$ cat src/rtl/player_pos_ctl.sv
// Player-sprite position controller: rate-limited key stepping, play-field clamp, static-obstacle
// blocking, moving-obstacle respawn, sticky goal latch. Optional lives/game-over: `PLAYER_LIVES_EN.
module player_pos_ctl #(
    parameter int X_MIN       = 1,
    parameter int X_MAX       = 699,
    parameter int Y_MIN       = 1,
    parameter int Y_MAX       = 499,
    parameter int START_X     = 1,
    parameter int START_Y     = 1,
    parameter int SPR_W       = 100,
    parameter int SPR_H       = 100,
    parameter int DYN_W       = 50,
    parameter int DYN_H       = 250,
    parameter int N_OBST      = 3,
    parameter int STEP        = 1,
    parameter int RATE_DIV    = 1,
    parameter int RESPAWN_CYC = 16,
    parameter int GOAL_X0     = 750,
    parameter int GOAL_Y0     = 200,
    parameter int GOAL_Y1     = 400
`ifdef PLAYER_LIVES_EN
    ,
    parameter int LIVES       = 3
`endif
) (
    input  logic                  clk,
    input  logic                  rst,
    input  logic [3:0]            keys,
    input  logic [N_OBST*48-1:0]  obst_rects,
    input  logic [11:0]           dyn_x,
    input  logic [11:0]           dyn_y,
    output logic [11:0]           xpos,
    output logic [11:0]           ypos,
    output logic [1:0]            state,
    output logic                  mouse_en,
    output logic                  hit_pulse,
    output logic [7:0]            hit_cnt,
    output logic                  game_over
);

    typedef enum logic [1:0] {
        ST_PLAY = 2'd0,
        ST_HIT  = 2'd1,
        ST_GOAL = 2'd2,
        ST_OVER = 2'd3
    } state_t;

    localparam int CNT_W = (RATE_DIV > 1) ? $clog2(RATE_DIV) : 1;
    localparam int RSP_W = (RESPAWN_CYC > 1) ? $clog2(RESPAWN_CYC) : 1;
    localparam logic [CNT_W-1:0]  CNT_LAST = CNT_W'(RATE_DIV - 1);
    localparam logic [RSP_W-1:0]  RSP_LAST = RSP_W'(RESPAWN_CYC - 1);
    localparam logic signed [12:0] STEP_S  = 13'(STEP);
    localparam logic signed [12:0] XMIN_S  = 13'(X_MIN);
    localparam logic signed [12:0] XMAX_S  = 13'(X_MAX);
    localparam logic signed [12:0] YMIN_S  = 13'(Y_MIN);
    localparam logic signed [12:0] YMAX_S  = 13'(Y_MAX);

    // Rectangle overlap of the sprite at (ax,ay); 14b so far-right rects cannot wrap.
    function automatic logic overlap(input logic [13:0] ax, input logic [13:0] ay,
                                     input logic [13:0] bx0, input logic [13:0] by0,
                                     input logic [13:0] bx1, input logic [13:0] by1);
        return (ax < bx1) && (ax + 14'(SPR_W) > bx0) && (ay < by1) && (ay + 14'(SPR_H) > by0);
    endfunction

    state_t             r_state, w_state_nx;
    logic [11:0]        r_xpos, r_ypos, w_x_nx, w_y_nx;
    logic [CNT_W-1:0]   r_rate_cnt, w_rate_nx;
    logic [RSP_W-1:0]   r_rsp_cnt, w_rsp_nx;
    logic [7:0]         r_hit_cnt, w_hcnt_nx;
    logic               r_hit_pulse, w_pulse_nx;
    logic               r_mouse_en, r_game_over;
`ifdef PLAYER_LIVES_EN
    logic [3:0]         r_lives, w_lives_nx;
`endif

    logic signed [12:0] w_dx, w_dy, w_cand_x, w_cand_y;
    logic [11:0]        w_clamp_x, w_clamp_y;
    logic               w_move, w_blocked, w_dyn_hit, w_goal, w_tick;

    // NOTE: every always_comb output gets a default first so no latch is inferred.
    always_comb begin
        w_dx   = '0;
        w_dy   = '0;
        w_move = 1'b1;
        if (keys[3])      w_dy = -STEP_S;
        else if (keys[2]) w_dy = STEP_S;
        else if (keys[1]) w_dx = STEP_S;
        else if (keys[0]) w_dx = -STEP_S;
        else              w_move = 1'b0;

        w_cand_x  = $signed({1'b0, r_xpos}) + w_dx;
        w_cand_y  = $signed({1'b0, r_ypos}) + w_dy;
        w_clamp_x = (w_cand_x < XMIN_S) ? 12'(X_MIN) :
                    (w_cand_x > XMAX_S) ? 12'(X_MAX) : w_cand_x[11:0];
        w_clamp_y = (w_cand_y < YMIN_S) ? 12'(Y_MIN) :
                    (w_cand_y > YMAX_S) ? 12'(Y_MAX) : w_cand_y[11:0];

        w_blocked = 1'b0;
        for (int i = 0; i < N_OBST; i++) begin
            if (overlap({2'b0, w_clamp_x}, {2'b0, w_clamp_y},
                        {2'b0, obst_rects[48*i+36 +: 12]}, {2'b0, obst_rects[48*i+24 +: 12]},
                        {2'b0, obst_rects[48*i+12 +: 12]}, {2'b0, obst_rects[48*i +: 12]}))
                w_blocked = 1'b1;
        end
    end

    assign w_dyn_hit = overlap({2'b0, r_xpos}, {2'b0, r_ypos}, {2'b0, dyn_x}, {2'b0, dyn_y},
                               {2'b0, dyn_x} + 14'(DYN_W), {2'b0, dyn_y} + 14'(DYN_H));
    assign w_goal    = ({2'b0, r_xpos} + 14'(SPR_W) > 14'(GOAL_X0)) && (r_ypos > 12'(GOAL_Y0)) &&
                       ({2'b0, r_ypos} + 14'(SPR_H) < 14'(GOAL_Y1));
    assign w_tick    = (r_state == ST_PLAY) && (r_rate_cnt == CNT_LAST);

    always_comb begin
        w_state_nx = r_state;
        w_x_nx     = r_xpos;
        w_y_nx     = r_ypos;
        w_rate_nx  = '0;
        w_rsp_nx   = '0;
        w_pulse_nx = 1'b0;
        w_hcnt_nx  = r_hit_cnt;
`ifdef PLAYER_LIVES_EN
        w_lives_nx = r_lives;
`endif
        case (r_state)
            ST_PLAY: begin
                w_rate_nx = w_tick ? '0 : r_rate_cnt + 1'b1;
                if (w_dyn_hit) begin
                    // Hit outranks both goal arrival and a pending move.
                    w_rate_nx  = '0;
                    w_pulse_nx = 1'b1;
                    w_hcnt_nx  = (r_hit_cnt == 8'hFF) ? r_hit_cnt : r_hit_cnt + 8'd1;
`ifdef PLAYER_LIVES_EN
                    if (r_lives == 4'd1) begin
                        w_lives_nx = 4'd0;
                        w_state_nx = ST_OVER;
                    end else begin
                        w_lives_nx = r_lives - 4'd1;
                        w_state_nx = ST_HIT;
                        w_x_nx     = 12'(START_X);
                        w_y_nx     = 12'(START_Y);
                    end
`else
                    w_state_nx = ST_HIT;
                    w_x_nx     = 12'(START_X);
                    w_y_nx     = 12'(START_Y);
`endif
                end else if (w_goal) begin
                    w_rate_nx  = '0;
                    w_state_nx = ST_GOAL;
                end else if (w_tick && w_move && !w_blocked) begin
                    w_x_nx = w_clamp_x;
                    w_y_nx = w_clamp_y;
                end
            end
            ST_HIT: begin
                if (r_rsp_cnt == RSP_LAST) w_state_nx = ST_PLAY;
                else                       w_rsp_nx   = r_rsp_cnt + 1'b1;
            end
            default: ;
        endcase
    end

    // NOTE: sequential state uses non-blocking assignments so all registers update together.
    always_ff @(posedge clk) begin
        if (rst) begin
            r_state     <= ST_PLAY;
            r_xpos      <= 12'(START_X);
            r_ypos      <= 12'(START_Y);
            r_rate_cnt  <= '0;
            r_rsp_cnt   <= '0;
            r_hit_cnt   <= '0;
            r_hit_pulse <= 1'b0;
            r_mouse_en  <= 1'b0;
            r_game_over <= 1'b0;
`ifdef PLAYER_LIVES_EN
            r_lives     <= 4'(LIVES);
`endif
        end else begin
            r_state     <= w_state_nx;
            r_xpos      <= w_x_nx;
            r_ypos      <= w_y_nx;
            r_rate_cnt  <= w_rate_nx;
            r_rsp_cnt   <= w_rsp_nx;
            r_hit_cnt   <= w_hcnt_nx;
            r_hit_pulse <= w_pulse_nx;
            r_mouse_en  <= (w_state_nx == ST_GOAL);
            r_game_over <= (w_state_nx == ST_OVER);
`ifdef PLAYER_LIVES_EN
            r_lives     <= w_lives_nx;
`endif
        end
    end

    assign xpos      = r_xpos;
    assign ypos      = r_ypos;
    assign state     = r_state;
    assign mouse_en  = r_mouse_en;
    assign hit_pulse = r_hit_pulse;
    assign hit_cnt   = r_hit_cnt;
`ifdef PLAYER_LIVES_EN
    assign game_over = r_game_over;
`else
    assign game_over = 1'b0;
`endif

endmodule

$ cat config.mk
export PLATFORM = sky130hd
export DESIGN_NAME = player_pos_ctl
export DESIGN_NICKNAME = d
export VERILOG_FILES = /design/src/rtl/player_pos_ctl.sv
export SDC_FILE = /design/constraint.sdc
export NUM_CORES = 1
export LEC_CHECK = 0
export BUFFER_PORTS_ARGS = -buffer_cell sky130_fd_sc_hd__buf_4
export CORE_UTILIZATION = 61
export CTS_CLUSTER_DIAMETER = 60
export DETAILED_ROUTE_END_ITERATION = 8
export MAX_ROUTING_LAYER = met4
export PLACE_DENSITY = 0.93
export SETUP_SLACK_MARGIN = 0.4
export SLEW_MARGIN = 30
export SYNTH_ARGS = -nofsm -noshare
export SYNTH_HDL_FRONTEND = slang
export SYNTH_SLANG_ARGS = --single-unit
$ cat constraint.sdc
create_clock -name clk -period 12.6 [get_ports clk]
set_input_delay 0.63 -clock clk [delete_from_list [all_inputs] [get_ports clk]]
set_output_delay 0.63 -clock clk [all_outputs]
set_load 0.05 [all_outputs]
---- Word level (Yosys, flattened, before mapping) ----
Cells that the tools add are included.
cells by class
  $lt $le $gt $ge ......................... 23
  $mul .................................... 0
  muxes and demuxes ....................... 28
  reduce and logical (&&, ||, !) cells .... 25
  bitwise gates (word level) .............. 4
  shifts and indexed selects .............. 0
  eq/ne operators ......................... 5
  add/sub/neg operators ................... 11
  div/mod/pow operators ................... 0
operators by type and width
  cell                   number
  $mux 12                10
  $gt 14x12->1           6
  $lt 12x12->1           6
  $mux 13                5
  $add 12x7->13 const B  4
  $add 13x13->13         2
  $gt 13x10->1 const B   2
  $gt 13x12->1           2
  $lt 12x13->1           2
  $lt 13x2->1 const B    2
  $logic_and 1x1->1      17
  $add 12x6->13 const B  1
  $add 12x8->13 const B  1
  $gt 13x11->1 const B   1
  $lt 13x9->1 const B    1
  $gt 12x8->1 const B    1
  $mux 1                 9
  $add 8x1->8 const B    1
  $eq 8x8->1 const B     1
  $mux 2                 3
  $reduce_and 3->1       2
  $reduce_or 5->1        1
  $add 4x1->4 const B    1
  $eq 4x4->1 const B     1
  other kinds (11)       14
storage, ports and cells
  output and inout bits ................... 37
  register bits after elaboration ......... 41
  bits in writable memories ............... 0
  memories ................................ 0
  word-level logic and storage cells ...... 104
  bits in read-only memories .............. 0
  bits in latches ......................... 0

---- Logic depth before layout (Yosys ltp) ----
Gate-level depths: netlist of run 1.
  word-level depth ........................ 21
  depth in mapped cells ................... 30

---- Worst setup path after synthesis of run 1 ----
Ideal clock, no wire load.
  path kind ............................... input port to flip-flop
  start point ............................. input keys[3]
  end point ............................... register r_xpos[4], in the netlist xpos[4]
  library setup time ...................... 0.115 ns
  slack ................................... 6.137 ns
  path buffers ............................ 1
  data arrival time ....................... 6.349 ns
  cell stages on the path ................. 30
  required time ........................... 12.485 ns
  path through ............................ or2_2 > ha_1 > inv_1 > fa_1 > nand2b_1 > a2111oi_0 > a311oi_1 > or2_1 > or4_1 > nand2b_1 > nor3_1 > nand2b_1 > inv_1 > ha_1 > nand2_1 > a21oi_1 > xor2_1 > nor3_1 > ha_1 > nand4_1 > nor4_1 > or4_1 > a221oi_1 > o21ai_0 > or4_1 > a221oi_1 > a311oi_2 > nand4_2 > buf_6 > a2bb2o_4
between the ends
  longest elaborated chain between the ends .. 17
  elaborated cells on any way between the ends .. 47
  those cells by class .................... 4 x add/sub; 16 x order compare; 13 x mux; 14 x reduce/logical
ends and longest elaborated chain
  item                                RTL line  RTL
  from (decl)                         28        input logic [3:0] keys,
  $mux 13                             85        if (keys[3]) w_dy = -STEP_S;
  $add 13x13->13                      91        w_cand_x = $signed({1'b0, r_xpos}) + w_dx;
  $gt 13x11->1                        94        (w_cand_x > XMAX_S) ? 12'(X_MAX) : w_cand_x[11:0];
  $mux 12                             94
  $mux 12                             93        w_clamp_x = (w_cand_x < XMIN_S) ? 12'(X_MIN) :
  $add 12x7->13                       62        return (ax < bx1) && (ax + 14'(SPR_W) > bx0) && (ay < by1) && (ay + 14'(SPR_H) > by0);
  $gt 14x12->1                        62
  $logic_and 1x1->1 (3 in a row)      62
  $mux 1 (3 in a row)                 100       if (overlap({2'b0, w_clamp_x}, {2'b0, w_clamp_y},
  $logic_not 1->1                     150       end else if (w_tick && w_move && !w_blocked) begin
  $logic_and 1x1->1                   150
  $reduce_bool 2->1 (no source line)  n/a
  $reduce_and 3->1 (no source line)   n/a
  to (signal assigned)                167       r_xpos <= 12'(START_X);
  to (signal assigned)                180       r_xpos <= w_x_nx;
  to (decl)                           66        logic [11:0] r_xpos, r_ypos, w_x_nx, w_y_nx;
Parallel ways exist; a longest one is shown, timed or not. The select of a mux whose other input is x is not followed.
A chain may end at the register's enable or synchronous reset.

---- Worst setup path after layout of run 1 ----
  start point ............................. input keys[3]
  end point ............................... register r_ypos[1], in the netlist ypos[1]
between the ends
  longest elaborated chain between the ends .. 17
  elaborated cells on any way between the ends .. 47
  those cells by class .................... 4 x add/sub; 16 x order compare; 13 x mux; 14 x reduce/logical
ends and longest elaborated chain
  item                                RTL line  RTL
  $mux 13                             85
  $add 13x13->13                      91
  $gt 13x11->1                        94
  $mux 12                             94
  $mux 12                             93
  $add 12x7->13                       62
  $gt 14x12->1                        62
  $logic_and 1x1->1 (3 in a row)      62
  $mux 1 (3 in a row)                 100
  $logic_not 1->1                     150
  $logic_and 1x1->1                   150
  $reduce_bool 2->1 (no source line)  n/a
  $reduce_and 3->1 (no source line)   n/a
  to (signal assigned)                168       r_ypos <= 12'(START_Y);
  to (signal assigned)                181       r_ypos <= w_y_nx;
  to (decl)                           66
Parallel ways exist; a longest one is shown, timed or not. The select of a mux whose other input is x is not followed.

==> impl_metrics.env, run 1 <==
export IMPL_outcome="finished, final reports clean"
export IMPL_nFillCells=1064
export IMPL_area_growth_pct=22.4
export IMPL_synthFlopType="dfxtp_1"
export IMPL_cts_root_buf="clkbuf_16"
export IMPL_antenna_found_initial=0
export IMPL_ys_seq_elements=41
export IMPL_ant_nets=0
export IMPL_ys_seq_area_share_pct=9.24
export IMPL_skew_ns=0.00745
export IMPL_drt_pass1_iterations=5
export IMPL_final_period_utilization_pct=60.7
export IMPL_hp_start="r_rsp_cnt[0]"
export IMPL_overflow=0
export IMPL_start_kind="input port"
export IMPL_end_kind="register"
export IMPL_nets=1785
export IMPL_power_density_mw_per_mm2=58.2
export IMPL_grt_pass1_wl_mm=42.0
export IMPL_via_count=9404
export IMPL_r2r_end="ypos[1]"
export IMPL_grtUsageTotal_pct=36.3
export IMPL_slew_headroom_pct=34.0
export IMPL_cts_hold_buf=0
export IMPL_fin_area_mm2=0.0109
export IMPL_io_pins=211
export IMPL_rsz0062_at_grt="false"
export IMPL_syn_inst=1163
export IMPL_ys_types=78
export IMPL_final_hold_viol_count=0
export IMPL_total_power_mw=0.632
export IMPL_post_cts_resized=0
export IMPL_clock_path_buffers=2
export IMPL_criticalPathCategory="input port to register"
export IMPL_rr_worst_depth=24
export IMPL_arrival_ns=7.88
export IMPL_drc=0
export IMPL_routabilityCongestion=0.955
export IMPL_post_dp_cell_area_mm2=0.0107
export IMPL_viasPerCell=5.98
export IMPL_hpwl_mm=22.2
export IMPL_fmax_ghz=0.131
export IMPL_start_util_pct=63.3
export IMPL_io_buffer_count=209
export IMPL_whs_endpoint="r_rsp_cnt[0]"
export IMPL_hold_class="register to register"
export IMPL_cts_buffers=5
export IMPL_worstPathMaxFanout=24
export IMPL_post_cts_buffers=0
export IMPL_yosysTopAreaCellShare_pct=30.7
export IMPL_fin_util_pct=77.4
export IMPL_grt_start_max_net_pins=25
export IMPL_core_mm2=0.0140
export IMPL_worst_r2r_setup_slack_ns=5.28
export IMPL_die_x_um=123
export IMPL_wl_per_cell_um=16.7
export IMPL_required_ns=12.83
export IMPL_fin_crit_ns=7.65
export IMPL_cts_tree="yes"
export IMPL_path_clk_slew_ns=0.06
export IMPL_antennaDiodeCount=0
export IMPL_synth_edf_count=0
export IMPL_ys_top_cells_by_area="ha_1 (31%), dfxtp_1 (9.2%), inv_1 (8.8%)"
export IMPL_synth_area_mm2=0.00888
export IMPL_layout_drive_gt1_share_pct=17.9
export IMPL_slew_violations=0
export IMPL_first_global_vias=9125
export IMPL_yosysWarnings=0
export IMPL_min_path_cells=1
export IMPL_synthArstFlopShare_pct=0
export IMPL_drv_cap=0
export IMPL_yosys_area_top_type="ha_1"
export IMPL_p_leak_nw=6.20
export IMPL_max_vdd_ir_drop_v=0.0000503
export IMPL_setup_violations=0
export IMPL_rows=43
export IMPL_clk_latency_ns=0.29
export IMPL_wl_mm=26.2
export IMPL_finalSetupTns_ns=0
export IMPL_synth_area_per_cell_um2=7.64
export IMPL_clkSinkCount=41
export IMPL_tightest_slew_ns=0.986
export IMPL_die_area_mm2=0.0150
export IMPL_fp_dieH_um=123
export IMPL_reg2reg_from="ypos[5]"
export IMPL_htree_num_levels=2
export IMPL_drt_iter0_markers=697
synthesized netlist by cell type (all sizes together), types with 3 or more instances:
cell / n
a2111o: 3
a2111oi: 8
a211o: 9
a211oi: 15
a21o: 42
a21oi: 76
a221oi: 3
a22oi: 4
a2bb2o: 17
a2bb2oi: 3
a311oi: 5
a31o: 3
a31oi: 7
and2: 12
and3: 10
and4: 5
buf: 6
clkbuf: 10
dfxtp: 41
ha: 218
inv: 208
nand2: 60
nand2b: 13
nand3: 33
nand4: 34
nor2: 64
nor2b: 16
nor3: 24
nor3b: 4
nor4: 17
nor4b: 3
o211a: 3
o211ai: 12
o21a: 10
o21ai: 41
o21bai: 5
o221ai: 4
o31a: 4
o31ai: 4
or2: 4
or3: 4
or4: 7
xnor2: 44
xor2: 24
through the flow:
| stage | worst slack [ns] | cells | hold slack (ns) |
|---|---|---|---|
| detailed placement | 4.82 | 1564 | 0.442 |
| CTS | 5.08 | 1572 | 0.452 |
| global route | 4.42 | 1572 | 0.471 |
| floorplan | 6.14 | 1191 | 0.418 |
| global placement | 4.87 | 1564 | 0.433 |
| finish | 4.95 | 1572 | 0.457 |
worst max-delay path, cell delays in order:
cell and delay (ns):
buf_4 0.18, or4b_4 0.58, inv_1 0.34, ha_1 0.31, a211oi_1 0.45, o211ai_1 0.29
nand2_1 0.18, xor2_1 0.31, o21ai_0 0.16, a21o_1 0.24, a21o_1 0.20, nand2_1 0.11
inv_1 0.11, ha_1 0.23, nand2_1 0.09, a21oi_1 0.09, xnor2_1 0.38, ha_1 0.33
nand3_1 0.09, nor2_1 0.07, a2111oi_0 0.41, nand4b_1 0.15, nor4b_1 0.49, nand2_1 0.13
o41ai_1 0.29, a211oi_1 0.20, a21oi_4 0.61, a2bb2o_1 0.25
logic make-up (layout without fill, tap and decap cells):
group | after synthesis | in the layout | synth area share [%]
other | 1 | 29 | 0.0422
buffers and inverters | 224 | 425 | 9.79
and+or+nand+nor | 314 | 314 | 18.5
AOI/OAI and AO/OA | 293 | 293 | 24.3
DFF | 41 | 41 | 9.24
xor gates and xnor gates | 68 | 68 | 6.71
adders and majority gates | 220 | 220 | 31.2
muxes | 2 | 2 | 0.239
final cells by class:
| type | count | area, µm² | area share, % |
|---|---|---|---|
| Tap cell | 180 | 225 | 2.07 |
| Timing Repair Buffer | 209 | 1570 | 14.4 |
| Sequential cell | 41 | 821 | 7.55 |
| Inverter | 208 | 781 | 7.18 |
| Clock buffer | 5 | 125 | 1.15 |
| Clock inverter | 3 | 46.3 | 0.426 |
| Multi-Input combinational cell | 926 | 7300 | 67.2 |
layer usage:
metal / vias to the layer above / share of wire (%) / track usage, %
met3: 99 / 6.6 / 4.60
met1: 4269 / 42 / 41.9
met4: 0 / 4.8 / 18.8
met2: 420 / 47 / 61.3
li1: 4616 / - / -
met5: - / 0 / -
flip-flops by register name, summed over array words and instances, names as in the netlist:
signal,cells
xpos,12
r_rate_cnt,1
hit_cnt,8
mouse_en,1
state,2
hit_pulse,1
r_rsp_cnt,4
ypos,12
cells in the final DEF, fill, tap and decap left out, drive strengths merged, types with 12 or more instances in the layout:
cell / instances
and2: 12
nand2: 60
nand2b: 13
nor2b: 16
nor4: 17
inv: 208
nor2: 64
ha: 218
xnor2: 44
a211oi: 15
xor2: 24
o21ai: 41
o211ai: 12
nand4: 34
buf: 209
conb: 29
nor3: 24
a21o: 42
a2bb2o: 17
nand3: 33
dfxtp: 41
a21oi: 76
where the power goes:
part	switching (mW)	internal [mW]	leakage [nW]
clock network	0.0536	0.0937	0.0800
registers	0.00992	0.133	0.332
logic	0.186	0.156	5.78
worst max-delay path by stage:
stage | start | to | slack [ns] | cells past startpoint
after global placement | keys[3] | xpos[6] | 4.87 | 30
after CTS | keys[3] | ypos[1] | 5.08 | 28
after global routing | keys[3] | ypos[2] | 4.42 | 28
after floorplan | keys[3] | xpos[4] | 6.14 | 30
final | keys[3] | ypos[1] | 4.95 | 28
after detailed placement | keys[3] | ypos[1] | 4.82 | 28
No activity file was read; power rests on OpenSTA's default activity.
==> run 2: changes to the inputs <==
--- a/config.mk
+++ b/config.mk
@@ -5,12 +5,13 @@
 export SDC_FILE = /design/constraint.sdc
 export NUM_CORES = 1
 export LEC_CHECK = 0
+export ABC_AREA = 1
 export BUFFER_PORTS_ARGS = -buffer_cell sky130_fd_sc_hd__buf_4
-export CORE_UTILIZATION = 61
+export CORE_UTILIZATION = 51
 export CTS_CLUSTER_DIAMETER = 60
 export DETAILED_ROUTE_END_ITERATION = 8
 export MAX_ROUTING_LAYER = met4
-export PLACE_DENSITY = 0.93
+export PLACE_DENSITY = 0.83
 export SETUP_SLACK_MARGIN = 0.4
 export SLEW_MARGIN = 30
 export SYNTH_ARGS = -nofsm -noshare
==> constraint.sdc (replaced) <==
create_clock -name clk -period 6.3 [get_ports clk]
set_input_delay 0.315 -clock clk [delete_from_list [all_inputs] [get_ports clk]]
set_output_delay 0.315 -clock clk [all_outputs]
set_load 0.05 [all_outputs]
==> impl_metrics.env, run 2 <==
export IMPL_outcome="finished, final reports clean"
export IMPL_ys_top_cells_by_area="ha_1 (30%), nand2_1 (13%), inv_1 (13%)"
export IMPL_antennaDiodeCount=0
export IMPL_grtUsageTotal_pct=29.9
export IMPL_p_leak_nw=6.77
export IMPL_htree_num_levels=2
export IMPL_power_density_mw_per_mm2=133
export IMPL_netSwitchingFraction_pct=44.8
export IMPL_clkSinkCount=41
export IMPL_skew_ns=0.00898
export IMPL_finalSetupTns_ns=0
export IMPL_yosysMostFrequentCell="nand2_1"
export IMPL_crit_top_cell="nand2_1"
export IMPL_final_hold_viol_count=0
export IMPL_die_x_um=136
export IMPL_clk_latency_ns=0.29
export IMPL_die_area_mm2=0.0185
export IMPL_synth_edf_count=0
export IMPL_clock_path_buffers=2
export IMPL_fp_dieH_um=136
export IMPL_io_pins=211
export IMPL_core_mm2=0.0174
export IMPL_clkPwrFrac_pct=19.4
export IMPL_ant_nets=0
export IMPL_rows=48
export IMPL_start_kind="input port"
export IMPL_critPathTopFamily="simple AND/OR/NAND/NOR gates"
export IMPL_layout_commonest_cell="nand2_1"
export IMPL_yosysTopAreaCellShare_pct=29.7
export IMPL_placed_cells=1922
export IMPL_synth_commonest_cells="nand2_1 (314), inv_1 (309), ha_1 (218), a21oi_1 (112), nor2_1 (100)"
export IMPL_yosys_area_top_type="ha_1"
export IMPL_final_period_utilization_pct=87.8
export IMPL_overflow=0
export IMPL_fin_crit_ns=5.53
export IMPL_hpwl_mm=23.4
export IMPL_synthMuxAreaShare_pct=0
export IMPL_tightest_slew_ns=0.863
export IMPL_wl_per_cell_um=14.0
export IMPL_cts_hold_buf=0
export IMPL_end_kind="register"
export IMPL_synthArstFlopShare_pct=0
export IMPL_slowest_delay_ns=0.30
export IMPL_drv_cap=0
export IMPL_drc=0
export IMPL_cts_buffers=5
export IMPL_synth_area_per_cell_um2=6.32
export IMPL_worstPathMaxFanout=18
export IMPL_synth_area_mm2=0.00918
export IMPL_syn_inst=1453
export IMPL_drt_pass1_iterations=5
export IMPL_synthAdderAreaFrac_pct=30.1
export IMPL_layout_drive_gt1_share_pct=18.4
export IMPL_area_growth_pct=24.9
export IMPL_path_clk_slew_ns=0.06
export IMPL_ys_seq_area_share_pct=8.94
export IMPL_ys_types=53
export IMPL_power_switching_mw=0.682
export IMPL_final_cells=1935
export IMPL_drt_iter0_markers=552
export IMPL_yosys_area_share_simple_pct=30.7
export IMPL_criticalPathCategory="input port to register"
export IMPL_combPwrFrac_pct=61.2
export IMPL_cts_root_buf="clkbuf_16"
export IMPL_setup_violations=0
export IMPL_nFillCells=1574
export IMPL_first_global_vias=9394
export IMPL_wl_mm=27.1
export IMPL_antenna_found_initial=0
export IMPL_cts_tree="yes"
export IMPL_fin_util_pct=65.8
export IMPL_grt_pass1_wl_mm=43.2
export IMPL_synth_xor_area_share_pct=3.62
export IMPL_rsz0062_at_grt="false"
export IMPL_final_cell_mix="nand2_1 (311), inv_1 (309), buf_4 (229), ha_1 (216), a21oi_1 (112)"
export IMPL_ys_seq_elements=41
export IMPL_arrival_ns=5.69
export IMPL_via_count=10200
export IMPL_synthFlopType="dfxtp_1"
export IMPL_viasPerCell=5.28
export IMPL_routabilityCongestion=0.993
export IMPL_hold_class="input port to register"
export IMPL_slew_headroom_pct=42.4
export IMPL_start_util_pct=52.7
export IMPL_nets=2103
export IMPL_synth_compound_area_share_pct=12.9
export IMPL_max_vdd_ir_drop_v=0.000144
export IMPL_fmax_ghz=0.181
export IMPL_critPathSlowestCell="ha_1"
export IMPL_required_ns=6.46
export IMPL_io_buffer_count=209
export IMPL_p_int_mw=0.839
export IMPL_grt_start_max_net_pins=32
export IMPL_yosysWarnings=0
export IMPL_slew_violations=0
export IMPL_synth_top_family_by_area="simple AND/OR/NAND/NOR gates"
export IMPL_worst_path_buf_inv=7
export IMPL_p_seq_share_pct=19.3
[run 2: cell types whose count changed in the layout (fill, tap and decap cells not counted), sizes merged, moves of 13 or more]
cell,previous run,this run
a21o,42,1
a21oi,76,123
a2bb2o,17,0
buf,209,231
inv,208,318
nand2,60,328
nand2b,13,0
nand3,33,111
nor2,64,106
nor2b,16,0
xnor2,44,9
[run 2: worst paths after layout]
| check | startpoint | to | slack (ns) | cells after the start |
|---|---|---|---|---|
| hold / removal | rst | hit_pulse | 0.44 | 2 |
| setup reg to reg | ypos[0] | xpos[3] | 0.83 | 33 |
| setup / recovery | keys[3] | xpos[0] | 0.77 | 37 |
| hold reg to reg | r_rsp_cnt[0] | r_rsp_cnt[0] | 0.46 | 1 |
[run 2: metal layers]
layer | GRT usage, % | wire length, µm | part of all wire (%) | vias up
met5 | - | 0 | 0 | -
met4 | 9.20 | 832 | 3.1 | 0
met3 | 2.39 | 1460 | 5.4 | 60
met2 | 51.6 | 12800 | 47 | 316
met1 | 36.6 | 12000 | 44 | 4599
li1 | - | - | - | 5249
[run 2: worst register-to-register path, delay by kind of cell (launching register included)]
family	cells	cell delay, ns
compound gates	5	1.15
xor+xnor	1	0.15
fa+ha+maj	4	1.22
buf+inv	4	0.46
flops	1	0.43
simple gates	19	1.99
[run 2: logic make-up (layout without fill, tap and decap cells)]
family | count (synthesis) | after routing
xor+xnor | 38 | 38
flops | 41 | 41
compound gates | 205 | 205
buf+inv | 328 | 557
fa+ha+maj | 220 | 220
other cells | 1 | 29
simple gates | 620 | 620
[run 2: area by class of cell]
class	count	area [µm²]	share of cell area, %
clock inverter	3	46.3	0.404
sequential	41	821	7.16
timing repair buffer	231	1740	15.1
inverter	318	1190	10.4
tap	225	282	2.46
multi-input combinational	1112	7260	63.3
clock buffer	5	125	1.09
[run 2: metrics by stage]
stage               total power, mW  worst slack, ns  cell area (µm²)  hold slack (ns)
floorplan                     0.903            0.919             9290            0.395
global route                   1.65            0.371            11500            0.462
CTS                            1.50            0.613            11400            0.441
detailed placement             1.20            0.365            11200            0.442
finish                         1.52            0.771            11500            0.443
global placement               1.18            0.428            11200            0.432
[run 2: what timing repair did]
action | in CTS | in global routing
endpoints found under the setup margin | 0 | 24
resized for setup | 0 | 21
setup buffers | 0 | 4
[run 2: power groups by stage]
stage / clock, mW / sequential, mW / combinational (mW)
after floorplan: 0 / 0.324 / 0.579
after global placement: 0 / 0.300 / 0.877
after detailed placement: 0 / 0.299 / 0.900
after CTS: 0.296 / 0.294 / 0.906
after global routing: 0.308 / 0.295 / 1.05
final: 0.295 / 0.294 / 0.931
